### src/rtl/cpu_pipeline_pkg.sv
// Shared widths, constants and types for the instruction fetch path.
package cpu_pipeline_pkg;

  localparam int XLEN    = 64;
  localparam int INSTR_W = 32;
  localparam logic [XLEN-1:0] PC_INC = XLEN'(4);

  typedef enum logic [1:0] {IDLE, FETCH, FLUSH} ifu_state_t;

  typedef struct packed {
    logic [XLEN-1:0]    pc;
    logic [INSTR_W-1:0] instr;
  } fetch_entry_t;

endpackage

### src/rtl/fetch_fifo.sv
// Show-ahead FIFO of {pc, instruction} entries: the head is readable the cycle
// after it is pushed, and a push into a full FIFO is allowed alongside a pop.
module fetch_fifo
  import cpu_pipeline_pkg::*;
#(
  parameter int DEPTH = 4
) (
  input  logic                   clock,
  input  logic                   reset,
  input  logic                   push,
  input  logic                   pop,
  input  logic                   clear,
  input  fetch_entry_t           wr_data,
  output fetch_entry_t           rd_data,
  output logic                   full,
  output logic                   empty,
  output logic [$clog2(DEPTH):0] count
);

  localparam int PTR_W = $clog2(DEPTH);
  localparam int CNT_W = PTR_W + 1;

  fetch_entry_t     mem [DEPTH];
  logic [PTR_W-1:0] wr_ptr_reg;
  logic [PTR_W-1:0] rd_ptr_reg;
  logic [CNT_W-1:0] count_reg;
  logic             do_push;
  logic             do_pop;

  assign empty   = (count_reg == '0);
  assign full    = (count_reg == CNT_W'(DEPTH));
  assign count   = count_reg;
  assign rd_data = mem[rd_ptr_reg];
  assign do_pop  = pop && !empty;
  assign do_push = push && (!full || do_pop);

  always_ff @(posedge clock) begin
    if (do_push) begin
      mem[wr_ptr_reg] <= wr_data;
    end
  end

  // DEPTH is a power of two, so the pointers wrap on their own.
  always_ff @(posedge clock or negedge reset) begin
    if (!reset) begin
      wr_ptr_reg <= '0;
      rd_ptr_reg <= '0;
      count_reg  <= '0;
    end else if (clear) begin
      wr_ptr_reg <= '0;
      rd_ptr_reg <= '0;
      count_reg  <= '0;
    end else begin
      if (do_push) wr_ptr_reg <= wr_ptr_reg + PTR_W'(1);
      if (do_pop)  rd_ptr_reg <= rd_ptr_reg + PTR_W'(1);
      count_reg <= count_reg + CNT_W'(do_push) - CNT_W'(do_pop);
    end
  end

endmodule

### src/rtl/instruction_fetch_unit.sv
// Prefetching instruction fetch unit with in-order memory responses and branch flush.
// Define IFU_PERF_CNT_EN to add the perf_fetched / perf_flushes counter ports.
module instruction_fetch_unit
  import cpu_pipeline_pkg::*;
#(
  parameter int              DEPTH    = 4,
  parameter logic [XLEN-1:0] RESET_PC = '0
) (
  input  logic               clock,
  input  logic               reset,
  output logic               imem_req,
  output logic [XLEN-1:0]    imem_addr,
  input  logic               imem_ready,
  input  logic               imem_rvalid,
  input  logic [INSTR_W-1:0] imem_rdata,
  input  logic               branch_taken,
  input  logic [XLEN-1:0]    branch_target,
  output logic               if_valid,
  input  logic               if_ready,
  output logic [INSTR_W-1:0] if_instruction,
  output logic [XLEN-1:0]    if_pc
`ifdef IFU_PERF_CNT_EN
  ,
  output logic [31:0]        perf_fetched,
  output logic [31:0]        perf_flushes
`endif
);

  localparam int CNT_W = $clog2(DEPTH) + 1;
  localparam logic [CNT_W:0] DEPTH_L = (CNT_W + 1)'(DEPTH);

  ifu_state_t       state_reg;
  logic [XLEN-1:0]  pc_reg;
  logic [CNT_W-1:0] discard_reg;
  logic [CNT_W-1:0] discard_next;
  logic [CNT_W-1:0] outstanding;
  logic [CNT_W:0]   in_use;

  fetch_entry_t     pcq_head;
  fetch_entry_t     pcq_wr;
  logic [CNT_W-1:0] pcq_count;
  logic             pcq_full;
  logic             pcq_empty;

  fetch_entry_t     buf_head;
  fetch_entry_t     buf_wr;
  logic [CNT_W-1:0] buf_count;
  logic             buf_full;
  logic             buf_empty;

  logic             issue;
  logic             rsp_accept;
  logic             buf_pop;
  logic             unused_bits;

  // Requests still owed by memory: live ones in the PC queue plus ones to drop.
  assign outstanding = pcq_count + discard_reg;
  assign in_use      = {1'b0, outstanding} + {1'b0, buf_count};

  assign imem_req   = (state_reg == FETCH) && !branch_taken && (in_use < DEPTH_L);
  assign imem_addr  = pc_reg;
  assign issue      = imem_req && imem_ready;
  // An empty PC queue means the response belongs to nothing issued since reset.
  assign rsp_accept = imem_rvalid && !branch_taken && (state_reg != FLUSH) && !pcq_empty;

  assign if_valid       = !buf_empty && !branch_taken;
  assign buf_pop        = if_valid && if_ready;
  assign if_instruction = buf_empty ? '0 : buf_head.instr;
  assign if_pc          = buf_empty ? '0 : buf_head.pc;

  assign pcq_wr = '{pc: pc_reg, instr: '0};
  assign buf_wr = '{pc: pcq_head.pc, instr: imem_rdata};

  assign unused_bits = ^{pcq_head.instr, pcq_full, buf_full};

  always_comb begin
    discard_next = outstanding;
    if (imem_rvalid && (outstanding != '0)) begin
      discard_next = outstanding - CNT_W'(1);
    end
  end

  fetch_fifo #(.DEPTH(DEPTH)) u_pc_queue (
    .clock   (clock),
    .reset   (reset),
    .push    (issue),
    .pop     (rsp_accept),
    .clear   (branch_taken),
    .wr_data (pcq_wr),
    .rd_data (pcq_head),
    .full    (pcq_full),
    .empty   (pcq_empty),
    .count   (pcq_count)
  );

  fetch_fifo #(.DEPTH(DEPTH)) u_prefetch_buf (
    .clock   (clock),
    .reset   (reset),
    .push    (rsp_accept),
    .pop     (buf_pop),
    .clear   (branch_taken),
    .wr_data (buf_wr),
    .rd_data (buf_head),
    .full    (buf_full),
    .empty   (buf_empty),
    .count   (buf_count)
  );

  always_ff @(posedge clock or negedge reset) begin
    if (!reset) begin
      state_reg   <= IDLE;
      pc_reg      <= RESET_PC;
      discard_reg <= '0;
    end else if (branch_taken) begin
      pc_reg      <= branch_target;
      discard_reg <= discard_next;
      state_reg   <= (discard_next != '0) ? FLUSH : FETCH;
    end else begin
      if (issue) pc_reg <= pc_reg + PC_INC;
      case (state_reg)
        IDLE:  state_reg <= FETCH;
        FETCH: state_reg <= FETCH;
        FLUSH: begin
          if (imem_rvalid) begin
            discard_reg <= discard_reg - CNT_W'(1);
            if (discard_reg == CNT_W'(1)) state_reg <= FETCH;
          end
        end
        default: state_reg <= IDLE;
      endcase
    end
  end

`ifdef IFU_PERF_CNT_EN
  always_ff @(posedge clock or negedge reset) begin
    if (!reset) begin
      perf_fetched <= '0;
      perf_flushes <= '0;
    end else begin
      if (buf_pop && (perf_fetched != '1))      perf_fetched <= perf_fetched + 32'd1;
      if (branch_taken && (perf_flushes != '1)) perf_flushes <= perf_flushes + 32'd1;
    end
  end
`endif

endmodule

### config.mk
export PLATFORM = sky130hd
export DESIGN_NAME = instruction_fetch_unit
export DESIGN_NICKNAME = d
export VERILOG_FILES = /design/src/rtl/cpu_pipeline_pkg.sv /design/src/rtl/fetch_fifo.sv /design/src/rtl/instruction_fetch_unit.sv
export SDC_FILE = /design/constraint.sdc
export NUM_CORES = 1
export LEC_CHECK = 0
export CAP_MARGIN = 30
export CORE_ASPECT_RATIO = 0.7
export CORE_MARGIN = 2
export CORE_UTILIZATION = 40
export CTS_CLUSTER_DIAMETER = 30
export DETAILED_ROUTE_END_ITERATION = 8
export PLACE_DENSITY_LB_ADDON = 0.1
export SLEW_MARGIN = 20
export SYNTH_ARGS = -nofsm -noshare
export SYNTH_HDL_FRONTEND = slang
export SYNTH_SLANG_ARGS = --single-unit
### constraint.sdc
create_clock -name clock -period 7.6 [get_ports clock]
set_input_delay 1.14 -clock clock [delete_from_list [all_inputs] [get_ports clock]]
set_output_delay 1.14 -clock clock [all_outputs]
set_load 0.005 [all_outputs]
==> results.toml <==
[setup_path]
r2r_slack_ns = 3.04
criticalPathCategory = "reg2out"
cp.required_ns = 6.46
startpoint_type = "register"
cp-end-kind = "output port"
crit_path_max_fanout = 43
critical_path_arrival_ns = 3.59

[sta]
setup_viol = 0
period_share = 0.622
drv_slew = 0
max_freq_mhz = 211
slew_headroom = 0.341
worst_slew_pin_slew_ns = 0.989
setup_tns_ns = 0
clock_skew_ns = 0.0199
rsz0062_at_grt = "false"
hold_viol = 0
finalCriticalPeriod_ns = 4.73

[clock_network]
htreeDepth = 4
cts_resized = 0
cts_sinks = 723
postCtsSetupRepairBufs = 0
cts_hold_buf = 0
clk_pin_slew_ns = 0.05
cts_buffers = 135
cts-root-buf = "clkbuf_16"
clkLatencyLatePin_ns = 0.70
clockBufferDepth = 3
cts_tree = "built"

[floorplanning]
rows = 82
dieArea_um2 = 75400
initial_core_util = 0.406
die_w_um = 327
die_y_um = 230
io_pins = 264
core_um2 = 72000

[synth]
synth-edff-count = 640
async_reset_ff_frac = 0.115
avgSynthCellArea_um2 = 18.3
ys_ff_latch = 723
postSynthCellCount = 1600
synth_seq_area_share = 0.728
synth_top_flop_cell = "edfxtp_1"
syn_area_um2 = 29300
yosys_warnings = 0
synth.distinct_cells = 56
syn_nets = 1725

[power]
vdd.ir_drop.worst_uv = 256
p_sw_frac = 0.252
p_int_w = 0.00959
p_sw_w = 0.00323
combinationalPowerShare = 0.166
clkPwrFrac = 0.453
power_density_nw_per_um2 = 342
p_leak_nw = 12.4
p_seq_frac = 0.381

[layout]
largest_reg_flops = 384
final_core_util = 0.521
multiInputGateArea_um2 = 7560
diodes = 0
nFillCells = 5857
drive_gt1_frac = 0.212
seqCellArea_um2 = 21300
area.growth.synth_to_final_pct = 28.2
regMostFlops = "u_prefetch_buf.mem"
layout.nets = 2070

[route]
drt_iter0_drc = 1379
met3WireLength_um = 5530
routed_via_density = 5.45
vias = 16400
drt_wl_total_um = 75900
wl_met2_um = 34600
drc = 0
m1WireLength_um = 34300
postRouteAntennaNets = 0
top_layer = "met4"
drt_first_pass_iters = 6
wl_per_cell_um = 25.2

[global_route]
grt_max_degree = 86
grt_pass1_vias = 17000
grt_pass1_wl_um = 112000
antenna_found_initial = 2
grt.total_usage = 0.206
grt_remaining_overflow = 0

[placed_design]
port_buffers = 263
place.gp.congestion = 0.832
hpwl_um = 46100

[hold_path]
hold_class = "in2async"

[run]
max-cap-violations = 0

[outcome]
status = "complete, no violations"
[power by group through the flow]
| stage | Clock (W) | Combinational, W | Sequential [W] |
|---|---|---|---|
| after global routing | 0.00612 | 0.00234 | 0.00491 |
| final | 0.00581 | 0.00213 | 0.00488 |
| after floorplan | 0 | 0.00123 | 0.00480 |
| after CTS | 0.00593 | 0.00219 | 0.00488 |
| after detailed placement | 0 | 0.00219 | 0.00495 |
| after global placement | 0 | 0.00217 | 0.00495 |
[placed cells by master (no fill, tap or decap), drive strengths merged, types with 3 or more instances in the layout]
| cell type | synthesis | final |
|---|---|---|
| edfxtp | 640 | 640 |
| clkdlybuf4s50 | 0 | 261 |
| clkbuf | 49 | 163 |
| mux4 | 160 | 160 |
| and2 | 109 | 109 |
| dfrtp | 83 | 83 |
| nand2 | 80 | 80 |
| nand3 | 58 | 58 |
| nor2 | 43 | 43 |
| clkinv | 0 | 43 |
| inv | 28 | 39 |
| nand4 | 38 | 38 |
| o21ai | 31 | 31 |
| buf | 30 | 26 |
| o211ai | 24 | 24 |
| a21oi | 21 | 21 |
| ha | 20 | 20 |
| nor2b | 19 | 19 |
| or4 | 19 | 19 |
| clkinvlp | 0 | 16 |
| nor4 | 16 | 16 |
| mux2i | 14 | 14 |
| or3 | 14 | 14 |
| a22oi | 13 | 13 |
| xnor2 | 11 | 11 |
| bufinv | 0 | 11 |
| nor3 | 11 | 11 |
| nor3b | 9 | 9 |
| xor2 | 8 | 8 |
| nand2b | 7 | 7 |
| o311ai | 6 | 6 |
| a221o | 6 | 6 |
| and3 | 4 | 4 |
| a31oi | 4 | 4 |
| mux2 | 3 | 3 |
| fa | 3 | 3 |
[worst paths after layout]
kind,start,depth (start not counted),to
worst max-delay path,u_prefetch_buf.rd_ptr_reg[1]$_DFFE_PN0P_,5,if_pc[43]
worst min-delay path,reset,1,u_prefetch_buf.rd_ptr_reg[0]$_DFFE_PN0P_
worst max register to register,discard_reg[0]$_DFFE_PN0P_,10,u_pc_queue.mem[1][3]$_DFFE_PP_
worst min register to register,state_reg[1]$_DFFE_PN0P_,1,state_reg[0]$_DFFE_PN0P_
max in group asynchronous,reset,2,u_pc_queue.rd_ptr_reg[0]$_DFFE_PN0P_
min in group clock,state_reg[1]$_DFFE_PN0P_,1,state_reg[0]$_DFFE_PN0P_
[cell usage after synthesis (4+ instances only)]
library cell	instances	area [µm²]
nor3b_1	9	67.6
nand2b_1	7	43.8
nand2_1	80	300
dfrtp_1	83	2080
xor2_1	8	70.1
or4_1	19	143
ha_1	20	250
nor3_1	9	45.0
nor4_1	11	68.8
xnor2_1	11	96.3
nor2b_1	19	119
or3_1	14	87.6
o211ai_1	24	180
a221o_1	6	60.1
inv_1	28	105
mux2i_1	14	140
edfxtp_1	640	19200
a21oi_1	21	105
buf_1	10	37.5
o311ai_0	6	52.6
nor2_1	43	161
nand4_1	36	225
nor4_4	4	85.1
clkbuf_1	49	184
nand3_1	55	275
mux4_2	160	3600
a22oi_1	13	97.6
o21ai_0	30	150
and3_1	4	25.0
buf_2	18	90.1
and2_1	109	682
[cell families after synthesis]
family | synth area share
AO/OA/AOI/OAI | 0.0271
XOR/XNOR | 0.00569
flip-flops | 0.728
adder cells (fa/ha/maj) | 0.0106
buffers and inverters | 0.0148
AND/OR/NAND/NOR | 0.0849
multiplexers | 0.129
[per-stage QoR]
step | area, µm² | setup slack [ns] | power [W] | cells | hold WS [ns]
floorplan | 29300 | 2.88 | 0.00603 | 1600 | 0.452
global placement | 33000 | 3.07 | 0.00712 | 2773 | 0.498
detailed placement | 33000 | 3.00 | 0.00714 | 2774 | 0.493
CTS | 37500 | 2.77 | 0.0130 | 3018 | 0.374
global route | 37500 | 2.71 | 0.0134 | 3018 | 0.410
finish | 37500 | 2.87 | 0.0128 | 3018 | 0.402
[worst max-delay path, cell delays in order (launching register included)]
cell             delay [ns]
dfrtp_4                0.69
buf_16                 0.30
buf_4                  0.61
mux4_2                 0.33
and2_1                 0.27
clkdlybuf4s50_1        0.58
[layout make-up]
cell class	count	area share
Multi-Input combinational cell	770	0.201
Inverter	28	0.00280
Clock inverter	81	0.0217
Timing Repair Buffer	287	0.0757
Sequential cell	723	0.568
Clock buffer	163	0.0982
Tap cell	966	0.0322
[metal layers]
metal | up-vias | track usage
met4 | 0 | 0.0702
met2 | 579 | 0.306
met1 | 8571 | 0.294
met5 | - | 0
met3 | 111 | 0.0541
li1 | 7181 | -
(Power assumes the default switching activity.)
